$ cat config.mk
export PLATFORM = sky130hd
export DESIGN_NAME = uart_tx_engine
export DESIGN_NICKNAME = d
export VERILOG_FILES = /design/src/rtl/uart_tx_engine.sv
export SDC_FILE = /design/constraint.sdc
export NUM_CORES = 1
export LEC_CHECK = 0
export CORE_MARGIN = 5
export CORE_UTILIZATION = 35
export DETAILED_ROUTE_END_ITERATION = 8
export PLACE_DENSITY = 0.51
export SETUP_SLACK_MARGIN = 0.4
export SLEW_MARGIN = 20
export SYNTH_ARGS = -nofsm -noshare
export SYNTH_HDL_FRONTEND = slang
export SYNTH_SLANG_ARGS = --single-unit
$ cat constraint.sdc
create_clock -name clk -period 8.19 [get_ports clk]
set_clock_uncertainty 0.2 [all_clocks]
set_input_delay 0.819 -clock clk [delete_from_list [all_inputs] [get_ports clk]]
set_output_delay 0.819 -clock clk [all_outputs]
set_load 0.03 [all_outputs]
$ cat src/rtl/uart_tx_engine.sv
// uart_tx_engine
//   UART transmit engine fed by a show-ahead synchronous FIFO. Pops one byte
//   when idle and enabled, then sends it LSB-first as start/data/[parity]/stop
//   on txd. Each bit lasts div_l+1 clk cycles.
//
//   Optional feature: define UART_TX_PARITY_EN to build the parity bit
//   (odd/even chosen by parity_odd). Without it, frames go DATA -> STOP.
//
// Ports
//   clk, rstn      clock, asynchronous active-low reset
//   tx_en          allows a new byte to be popped (never aborts a frame)
//   baud_div       bit period minus one, in clk cycles
//   stop2          0 = one stop bit, 1 = two stop bits
//   parity_odd     0 = even, 1 = odd parity (parity build only)
//   fifo_rd_empty  FIFO empty flag
//   fifo_q         FIFO head data (show-ahead)
//   fifo_rd_req    combinational pop strobe, one cycle per byte
//   txd            registered serial output, idle high
//   busy           high from the cycle after a pop until frame end
//   done           one-cycle pulse on the last clk of the final stop bit
//
// state  | meaning
// IDLE   | line high, pop a byte when enabled and FIFO not empty
// START  | start bit (txd=0)
// DATA   | data bits, LSB first
// PARITY | parity bit (UART_TX_PARITY_EN only)
// STOP   | one or two stop bits (txd=1), done on the last clk

module uart_tx_engine #(
  parameter int DATA_WIDTH = 8,
  parameter int DIV_WIDTH  = 16
) (
  input  logic                  clk,
  input  logic                  rstn,
  input  logic                  tx_en,
  input  logic [DIV_WIDTH-1:0]  baud_div,
  input  logic                  stop2,
  input  logic                  parity_odd,
  input  logic                  fifo_rd_empty,
  input  logic [DATA_WIDTH-1:0] fifo_q,
  output logic                  fifo_rd_req,
  output logic                  txd,
  output logic                  busy,
  output logic                  done
);

  localparam logic [2:0] IDLE   = 3'd0;
  localparam logic [2:0] START  = 3'd1;
  localparam logic [2:0] DATA   = 3'd2;
`ifdef UART_TX_PARITY_EN
  localparam logic [2:0] PARITY = 3'd3;
`endif
  localparam logic [2:0] STOP   = 3'd4;

  localparam int CNT_W = (DATA_WIDTH > 2) ? $clog2(DATA_WIDTH) : 1;

  logic [2:0]            state_q, state_d;
  logic [DATA_WIDTH-1:0] shift_q, shift_d;
  logic [DIV_WIDTH-1:0]  div_l_q, div_l_d;
  logic                  stop2_l_q, stop2_l_d;
  logic [DIV_WIDTH-1:0]  baud_cnt_q, baud_cnt_d;
  logic [CNT_W-1:0]      bit_cnt_q, bit_cnt_d;
  logic                  txd_q, txd_d;
  logic                  busy_q, busy_d;
  logic                  done_q, done_d;
  logic                  pop;
  logic                  bit_end;

`ifdef UART_TX_PARITY_EN
  // Parity bit is resolved at pop time from the byte and the latched sense.
  logic                  par_l_q, par_l_d;
`else
  logic                  unused_parity_odd;
  assign unused_parity_odd = parity_odd;
`endif

  // rstn gating keeps the strobe low while the engine is held in reset.
  assign pop         = (state_q == IDLE) & tx_en & ~fifo_rd_empty & rstn;
  assign fifo_rd_req = pop;
  assign bit_end     = (baud_cnt_q == div_l_q);

  always_comb begin
    state_d    = state_q;
    shift_d    = shift_q;
    div_l_d    = div_l_q;
    stop2_l_d  = stop2_l_q;
    bit_cnt_d  = bit_cnt_q;
    baud_cnt_d = ((state_q == IDLE) || bit_end) ? '0 : baud_cnt_q + DIV_WIDTH'(1);
`ifdef UART_TX_PARITY_EN
    par_l_d    = par_l_q;
`endif

    case (state_q)
      IDLE: begin
        if (pop) begin
          shift_d   = fifo_q;
          div_l_d   = baud_div;
          stop2_l_d = stop2;
          bit_cnt_d = '0;
          state_d   = START;
`ifdef UART_TX_PARITY_EN
          par_l_d   = (^fifo_q) ^ parity_odd;
`endif
        end
      end
      START: begin
        if (bit_end) state_d = DATA;
      end
      DATA: begin
        if (bit_end) begin
          shift_d = shift_q >> 1;
          if (bit_cnt_q == CNT_W'(DATA_WIDTH - 1)) begin
            bit_cnt_d = '0;
`ifdef UART_TX_PARITY_EN
            state_d   = PARITY;
`else
            state_d   = STOP;
`endif
          end else begin
            bit_cnt_d = bit_cnt_q + CNT_W'(1);
          end
        end
      end
`ifdef UART_TX_PARITY_EN
      PARITY: begin
        if (bit_end) state_d = STOP;
      end
`endif
      STOP: begin
        if (bit_end) begin
          if (bit_cnt_q == CNT_W'(stop2_l_q)) state_d = IDLE;
          else                                bit_cnt_d = bit_cnt_q + CNT_W'(1);
        end
      end
      default: state_d = IDLE;
    endcase

    // Outputs are registered from next-state values so txd/busy/done line up
    // with the bit actually on the wire.
    case (state_d)
      START:   txd_d = 1'b0;
      DATA:    txd_d = shift_d[0];
`ifdef UART_TX_PARITY_EN
      PARITY:  txd_d = par_l_d;
`endif
      default: txd_d = 1'b1;
    endcase
    busy_d = (state_d != IDLE);
    done_d = (state_d == STOP) && (baud_cnt_d == div_l_d) &&
             (bit_cnt_d == CNT_W'(stop2_l_d));
  end

  always_ff @(posedge clk or negedge rstn) begin
    if (!rstn) begin
      state_q    <= IDLE;
      shift_q    <= '0;
      div_l_q    <= '0;
      stop2_l_q  <= 1'b0;
      baud_cnt_q <= '0;
      bit_cnt_q  <= '0;
      txd_q      <= 1'b1;
      busy_q     <= 1'b0;
      done_q     <= 1'b0;
`ifdef UART_TX_PARITY_EN
      par_l_q    <= 1'b0;
`endif
    end else begin
      state_q    <= state_d;
      shift_q    <= shift_d;
      div_l_q    <= div_l_d;
      stop2_l_q  <= stop2_l_d;
      baud_cnt_q <= baud_cnt_d;
      bit_cnt_q  <= bit_cnt_d;
      txd_q      <= txd_d;
      busy_q     <= busy_d;
      done_q     <= done_d;
`ifdef UART_TX_PARITY_EN
      par_l_q    <= par_l_d;
`endif
    end
  end

  assign txd  = txd_q;
  assign busy = busy_q;
  assign done = done_q;

endmodule

==> results of run 1 <==
where the power goes:
| group | total (W) | internal (W) | leakage [nW] | switching (W) |
|---|---|---|---|---|
| clock network | 0.000142 | 0.0000594 | 0.0450 | 0.0000830 |
| registers | 0.000247 | 0.000247 | 0.655 | 0 |
| logic | 0.0000199 | 0.0000125 | 0.706 | 0.00000749 |
| total | 0.000409 | 0.000319 | 1.41 | 0.0000905 |
worst reg2reg max path, stage by stage (launching register included):
cell and delay (ps):
dfrtp_1 440, xnor2_1 240, nand4_1 180, nor4_4 780, or2_1 700, a21oi_2 40
o32a_1 340, a2111oi_2 400, nor4b_2 290
routing by layer:
layer	up-vias	share of wire	track usage
met1	1028	0.52	0.200
met4	0	0.015	0.0383
li1	1117	-	-
met5	-	0	0
met3	11	0.032	0.0263
met2	25	0.43	0.198
sequential cells by signal, summed over array words and instances (netlist names):
register	flops
shift_q	8
state_q	3
stop2_l_q	1
div_l_q	16
txd	1
done	1
busy	1
bit_cnt_q	3
baud_cnt_q	16
synthesized netlist by cell type, drive strengths merged (4+ instances only):
master,count
mux2,5
xnor2,34
inv,11
a22oi,8
nor4b,4
dfrtp,49
a21oi,5
nor3,8
xor2,9
clkbuf,4
nand4,11
nand2,50
buf,9
o21ai,13
and4,5
nor2,25
nand3,6
mux2i,7
nor3b,4
how the worst max path moves through the flow:
stage | startpoint | end | slack [ps] | cells past startpoint
after floorplan | fifo_rd_empty | fifo_rd_req | 5220 | 5
after global placement | rstn | done | 3630 | 11
after detailed placement | rstn | done | 3640 | 11
after CTS | rstn | fifo_rd_req | 3760 | 6
after global routing | rstn | fifo_rd_req | 3600 | 6
final | rstn | fifo_rd_req | 3890 | 6
cells in the final DEF (no fill, tap or decap), types with 2 or more instances in the layout:
cell and instances:
and2_1 3, o31ai_1 2, nor3b_1 4, dfrtp_1 49, mux2_2 5, ha_1 3
nor4b_1 3, a31oi_1 3, a32o_1 2, clkinv_2 2, clkbuf_8 5, mux2i_1 7
and4_1 5, nand4_1 11, a211oi_1 2, inv_1 10, clkdlybuf4s50_1 31, o22ai_1 2
nor2_1 25, a21oi_1 4, nand3_1 6, xnor2_1 33, nor3_1 7, nand2_1 49
or3_1 3, xor2_1 9, o21ai_0 13, a22oi_1 8
layout make-up:
| class | count | share of cell area |
|---|---|---|
| inverters | 11 | 0.0123 |
| clock buffers | 6 | 0.0217 |
| repair buffers | 33 | 0.0964 |
| clock inverters | 2 | 0.00299 |
| flip-flops and latches | 50 | 0.374 |
| well taps | 105 | 0.0393 |
| multi-input cells | 230 | 0.453 |
cells by family after synthesis:
| logic type | synth area share |
|---|---|
| AND/OR/NAND/NOR | 0.231 |
| flip-flops | 0.434 |
| AO/OA/AOI/OAI | 0.104 |
| XOR/XNOR | 0.133 |
| buffers and inverters | 0.0407 |
| multiplexers | 0.0438 |
| adder cells (fa/ha/maj) | 0.0130 |
stage by stage:
step	total power [W]	util	worst slack [ps]	cell area (um^2)	cells
floorplan	0.000253	-	5220	2890	304
global placement	0.000272	0.401	3630	3260	429
detailed placement	0.000272	0.401	3640	3260	429
CTS	0.000414	0.411	3760	3350	437
global route	0.000426	0.411	3600	3350	437
finish	0.000409	0.411	3890	3350	437
==> impl_metrics.toml, run 1 <==
[outcome]
status = "finished clean"

[grt]
overflow = 0
grt_max_degree = 53
grtUsageTotal = 0.135
grt_pass1_wl_mm = 10.9
grt_antenna_before_repair = 0
grt_pass1_vias = 2180

[route]
totalWireLength_mm = 6.54
drc_errors = 0
first_pass_iters = 4
vias = 2181
dr.first_iter.drc_count = 89
antenna_left = 0
vias_per_cell = 4.99
detail_route.wl_per_cell_um = 15.0

[worst_setup_path]
r2r_start = "baud_cnt_q[3]"
path_delay_family = "buffers and inverters"
critPathMaxStageDelay_ps = 770
crit_fanout = 52
critPathRequiredTime_ps = 7170
critPathBufInv = 4
rrSetupSlack_ps = 4510
cp_cell_sequence = "buf_2 > buf_4 > and3b_1 > nand2_2 > inv_2 > clkdlybuf4s50_1"
end_kind = "output pin"
worst_r2r_endpoint = "done"
cpMaxStageDelayCell = "clkdlybuf4s50_1"
path_class = "input port to output pin"
crit_arrival_ps = 3280
reg2reg_depth = 8
start_kind = "input port"

[sta]
period_minus_slack_ps = 4300
clock.fmax_mhz = 233
setup_viol = 0
finalHoldViolCount = 0
fin_setup_tns_ps = 0
period_share = 0.524
maxSlewHeadroom = 0.434
tightest_slew_ps = 843
report.final.slew_viol_count = 0
rsz0062_at_grt = "false"
timing.hold.ws_ps = 287

[logic_synthesis]
synth_enable_flop_cells = 0
yosysWarnings = 0
syn_avg_cell_area_um2 = 9.50
yosys.area.top_type = "dfrtp_1"
ys_seq_area_frac = 0.434
synth_fp_nets = 337
synth_ff_type = "dfrtp_1"
ys_seq_elements = 50
synth_area_um2 = 2890
synth_area_leaders = "dfrtp_1 42%, xnor2_1 10%, nand2_1 6.4%"
post_synth_num_cell_types = 52
async_reset_ff_frac = 1.00
syn_inst = 304
synth_top_area_share = 0.425

[clocking]
clk_pin_slew_ps = 90
cts_buffers = 5
ctsHtreeMaxLevel = 2
cts_hold_buf = 0
cts_sinks = 50
ctsResizeCount = 0
root_buffer = "clkbuf_8"
clk_latency_ps = 310
cts_tree = "built"
cts_setup_buffers = 0
clock_path_buffers = 2

[cells_and_area]
syn2layout_area_growth_pct = 16.0
drive_gt1_frac = 0.0693
multi_input_area_um2 = 1520
diodes = 0
fill_cells = 829
regArea_um2 = 1250
nets = 364

[pwr]
ir_worst_vdd_mv = 0.0555
power.leakage_nw = 1.41
powerDensity_nw_per_um2 = 122

[floorplanning]
rows = 33
io_pins = 34
coreArea_um2 = 8130
die-width_um = 101
start_util = 0.355
die-area_um2 = 10200
die_y_um = 101

[placed_design]
dp_hpwl_mm = 4.72
port_buffers = 32
place_congestion = 0.782

[job]
maxCapViolCount = 0

[min_path]
hold_class = "flip-flop to flip-flop"
hold_depth = 2
min_from = "shift_q[4]"
hold_path_end = "shift_q[4]"
(Power assumes the default switching activity.)
==> run 2: changes to the inputs <==
- clock period: 8.19 -> 4.3 ns (I/O delays scaled with it)
==> impl_metrics.toml, run 2 (synthesized netlist as in run 1, its figures left out) <==
[worst_setup_path]
crit_arrival_ps = 3270
path_class = "flip-flop to flip-flop"
rrSetupSlack_ps = 1050
reg2reg_depth = 9
critPathMaxStageDelay_ps = 530
start_kind = "flip-flop"
path_delay_family = "simple AND/OR/NAND/NOR gates"
critPathRequiredTime_ps = 4320
critPathBufInv = 1
r2r_start = "state_q[2]"
cp_cell_sequence = "nor3_4 > nand2_2 > inv_2 > mux2_2 > xnor2_1 > nor4b_1 > nor3_1 > a2111oi_2 > nor4b_2"
worst_r2r_endpoint = "done"
cpMaxStageDelayCell = "dfrtp_1"
crit_fanout = 19
end_kind = "flip-flop"

[clocking]
cts_hold_buf = 0
cts_sinks = 50
clock_path_buffers = 2
root_buffer = "clkbuf_8"
ctsResizeCount = 0
clk_pin_slew_ps = 100
cts_setup_buffers = 0
cts_tree = "built"
ctsHtreeMaxLevel = 2
cts_buffers = 5
clk_latency_ps = 300

[cells_and_area]
multi_input_area_um2 = 1520
syn2layout_area_growth_pct = 17.0
drive_gt1_frac = 0.0804
diodes = 0
fin_area_um2 = 3380
top_regs = "baud_cnt_q: 16 flops, div_l_q: 16 flops, shift_q: 8 flops"
instances_no_fill = 441
layout_common_cells = "49 x nand2_1, 49 x dfrtp_1, 33 x xnor2_1"
nets = 368
regArea_um2 = 1250
fill_cells = 800

[grt]
grtUsageTotal = 0.145
grt_pass1_wl_mm = 11.6
grt_antenna_before_repair = 0
grt_pass1_vias = 2327
grt_max_degree = 52
overflow = 0

[job]
maxCapViolCount = 0

[floorplanning]
start_util = 0.355
die_y_um = 101
die-area_um2 = 10200
coreArea_um2 = 8130
die-width_um = 101
io_pins = 34
rows = 33

[route]
wl_met1_mm = 3.43
vias_per_cell = 5.06
totalWireLength_mm = 6.82
detail_route.wl_per_cell_um = 15.5
wl_met2_mm = 3.11
vias = 2232
drc_errors = 0
first_pass_iters = 4
wl_met3_um = 208
dr.first_iter.drc_count = 68
antenna_left = 0
topRoutingLayerUsed = "met4"

[pwr]
ir_worst_vdd_mv = 0.127
powerDensity_nw_per_um2 = 233
power.leakage_nw = 1.43
finalPower_w = 0.000785

[min_path]
hold_class = "input port to asynchronous set/reset pin"

[sta]
maxSlewHeadroom = 0.548
clock.fmax_mhz = 307
period_minus_slack_ps = 3250
finalHoldViolCount = 0
tightest_slew_ps = 678
setup_viol = 0
period_share = 0.756
report.final.slew_viol_count = 0
timing.hold.ws_ps = 104
fin_setup_tns_ps = 0
rsz0062_at_grt = "false"

[placed_design]
place_congestion = 0.776
port_buffers = 32
place_area_um2 = 3290
placed_cells = 433
dp_hpwl_mm = 4.91

[outcome]
status = "finished clean"
[run 2: cell types whose count changed in the layout (fill, tap and decap cells not counted), sizes merged]
cell	before	now
buf	2	6
[run 2: where the power goes]
part	switching (W)	internal [W]	leakage (nW)
clock	0.000163	0.000113	0.0450
combinational	0.0000151	0.0000237	0.727
sequential	0	0.000470	0.655
total	0.000178	0.000607	1.43
[run 2: worst max-delay path by stage]
stage	depth (start not counted)	from	endpoint	slack, ps
floorplan	10	state_q[2]	done	1710
global placement	10	tx_en	done	930
detailed placement	10	tx_en	done	860
CTS	9	state_q[2]	done	1050
global route	9	state_q[2]	done	870
finish	9	state_q[2]	done	1050
[run 2: stage by stage]
step,utilization,setup slack [ps]
floorplan,-,1710
global placement,0.405,933
detailed placement,0.405,863
CTS,0.415,1050
global route,0.415,871
finish,0.415,1050
[run 2: metal layers]
metal | vias to the layer above | track usage
met4 | 0 | 0.0363
li1 | 1123 | -
met3 | 10 | 0.0311
met5 | - | 0
met1 | 1073 | 0.208
met2 | 26 | 0.222
[run 2: worst register-to-register path, cell delays in order (launching register included)]
cell and delay (ps):
dfrtp_1 530, nor3_4 390, nand2_2 120, inv_2 330
mux2_2 430, xnor2_1 140, nor4b_1 280, nor3_1 120
a2111oi_2 390, nor4b_2 260
[run 2: layout make-up]
| class | count | area share |
|---|---|---|
| multi-input combinational | 230 | 0.449 |
| sequential | 50 | 0.371 |
| timing repair buffer | 37 | 0.104 |
| tap | 105 | 0.0389 |
| clock buffer | 6 | 0.0215 |
| inverter | 11 | 0.0122 |
| clock inverter | 2 | 0.00296 |
==> run 3: changes to the inputs <==
- PLACE_DENSITY: 0.51 -> 0.53
- clock period: 4.3 -> 2.8 ns (I/O delays scaled with it)
==> impl_metrics.toml, run 3 (synthesized netlist as in run 1, its figures left out) <==
[floorplanning]
coreArea_um2 = 8130
die-area_um2 = 10200
die_y_um = 101
die-width_um = 101
rows = 33
io_pins = 34
start_util = 0.355

[sta]
finalHoldViolCount = 49
setup_viol = 0
period_share = 0.962
maxSlewHeadroom = 0.554
layout_setup_ws_ps = 106
period_minus_slack_ps = 2690
clock.fmax_mhz = 371
tightest_slew_ps = 669
timing.hold.ws_ps = -48.1
rsz0062_at_grt = "true"
report.final.slew_viol_count = 0

[pwr]
power.leakage_nw = 1.75
powerDensity_nw_per_um2 = 327
ir_worst_vdd_mv = 0.169

[worst_setup_path]
end_kind = "flip-flop"
critPathMaxStageDelay_ps = 510
rrSetupSlack_ps = 110
start_kind = "flip-flop"
r2r_start = "baud_cnt_q[0]"
cpMaxStageDelayCell = "or4_1"
cp_cell_sequence = "xnor2_1 > nand4_1 > nor4_4 > buf_4 > or2_4 > buf_4 > or4_1 > a21oi_1 > a21oi_1 > nor4b_2"
crit_arrival_ps = 2720
critPathRequiredTime_ps = 2820
worst_r2r_endpoint = "done"
path_class = "flip-flop to flip-flop"
crit_fanout = 4
reg2reg_depth = 10

[clocking]
cts_hold_buf = 0
clk_latency_ps = 320
ctsHtreeMaxLevel = 2
clock_path_buffers = 2
root_buffer = "clkbuf_8"
cts_buffers = 5
cts_tree = "built"
clk_pin_slew_ps = 90
cts_sinks = 50

[route]
drc_errors = 0
dr.first_iter.drc_count = 82
antenna_left = 0
detail_route.wl_per_cell_um = 14.9
vias = 2428
totalWireLength_mm = 7.33
first_pass_iters = 4
vias_per_cell = 4.93

[cells_and_area]
drive_gt1_frac = 0.274
nets = 419
diodes = 0
top_regs = "baud_cnt_q: 16 flops, div_l_q: 16 flops, shift_q: 8 flops"
layout_common_cells = "54 x buf_4, 49 x nand2_1, 48 x dfrtp_1"
fin_util = 0.490
instances_no_fill = 492
final_common_cell = "buf_4"
syn2layout_area_growth_pct = 38.2

[outcome]
violations = "negative hold slack"
status = "complete, but fails checks"

[placed_design]
dp_worst_setup_slack_ps = -142
port_buffers = 32
dp_hpwl_mm = 5.38
place_congestion = 0.858
placed_cells = 475

[grt]
grt_max_degree = 52
grt_pass1_wl_mm = 12.4
overflow = 0
grt_pass1_vias = 2472
grt_antenna_before_repair = 0
grtUsageTotal = 0.156

[job]
maxCapViolCount = 0

[min_path]
hold_class = "input port to asynchronous set/reset pin"
[run 3: final cells by class]
cell class                      instances  area [um^2]
Timing Repair Buffer                   88          748
Tap cell                              105          131
Clock inverter                          2         37.5
Multi-Input combinational cell        230         1700
Fill cell                             793         4150
Inverter                               11         43.8
Sequential cell                        50         1250
Clock buffer                            6         72.6
[run 3: worst max-delay path by stage]
stage	cells past startpoint	slack, ps	endpoint	startpoint
floorplan	10	260	done	state_q[2]
global placement	11	-120	done	tx_en
detailed placement	11	-140	done	tx_en
CTS	9	100	done	baud_cnt_q[10]
global route	11	-50	done	baud_cnt_q[0]
finish	10	110	done	baud_cnt_q[0]
[run 3: through the flow]
step / cell area (um^2) / power [W] / hold WS [ps] / TNS [ps]
2_1_floorplan: 2920 / 0.000739 / -216 / 0
3_3_place_gp: 3630 / 0.000798 / 263 / -116
3_5_place_dp: 3630 / 0.000798 / 269 / -142
4_1_cts: 3880 / 0.00133 / 10.9 / 0
5_1_grt: 3990 / 0.00136 / 36.4 / -48.2
6_report: 3990 / 0.00131 / -48.1 / 0
[run 3: power by group]
group          internal [W]  switching (W)  leakage, nW
registers          0.000722              0        0.654
logic             0.0000366      0.0000240         1.05
clock network      0.000267       0.000257       0.0514
total               0.00103       0.000281         1.75
[run 3: worst max-delay path, delay by kind of cell (launching register included)]
family	cells	cell delay, ps
compound gates	2	260
xor+xnor	1	150
buf+inv	2	310
flops	1	440
simple gates	5	1260
[run 3: what timing repair did]
action | CTS | global route
resized for setup | 18 | 16
pin swaps | 12 | 12
setup endpoints to repair | 9 | 8
setup buffers | 7 | 2
[run 3: metal layers]
layer  part of all wire  global-route usage  routed length [um]  vias up
met3              0.033              0.0277                 245       10
met5                  0                   0                   0        -
met2               0.47               0.244                3470       33
met1               0.47               0.218                3470     1164
li1                   -                   -                   -     1221
met4              0.018              0.0549                 135        0
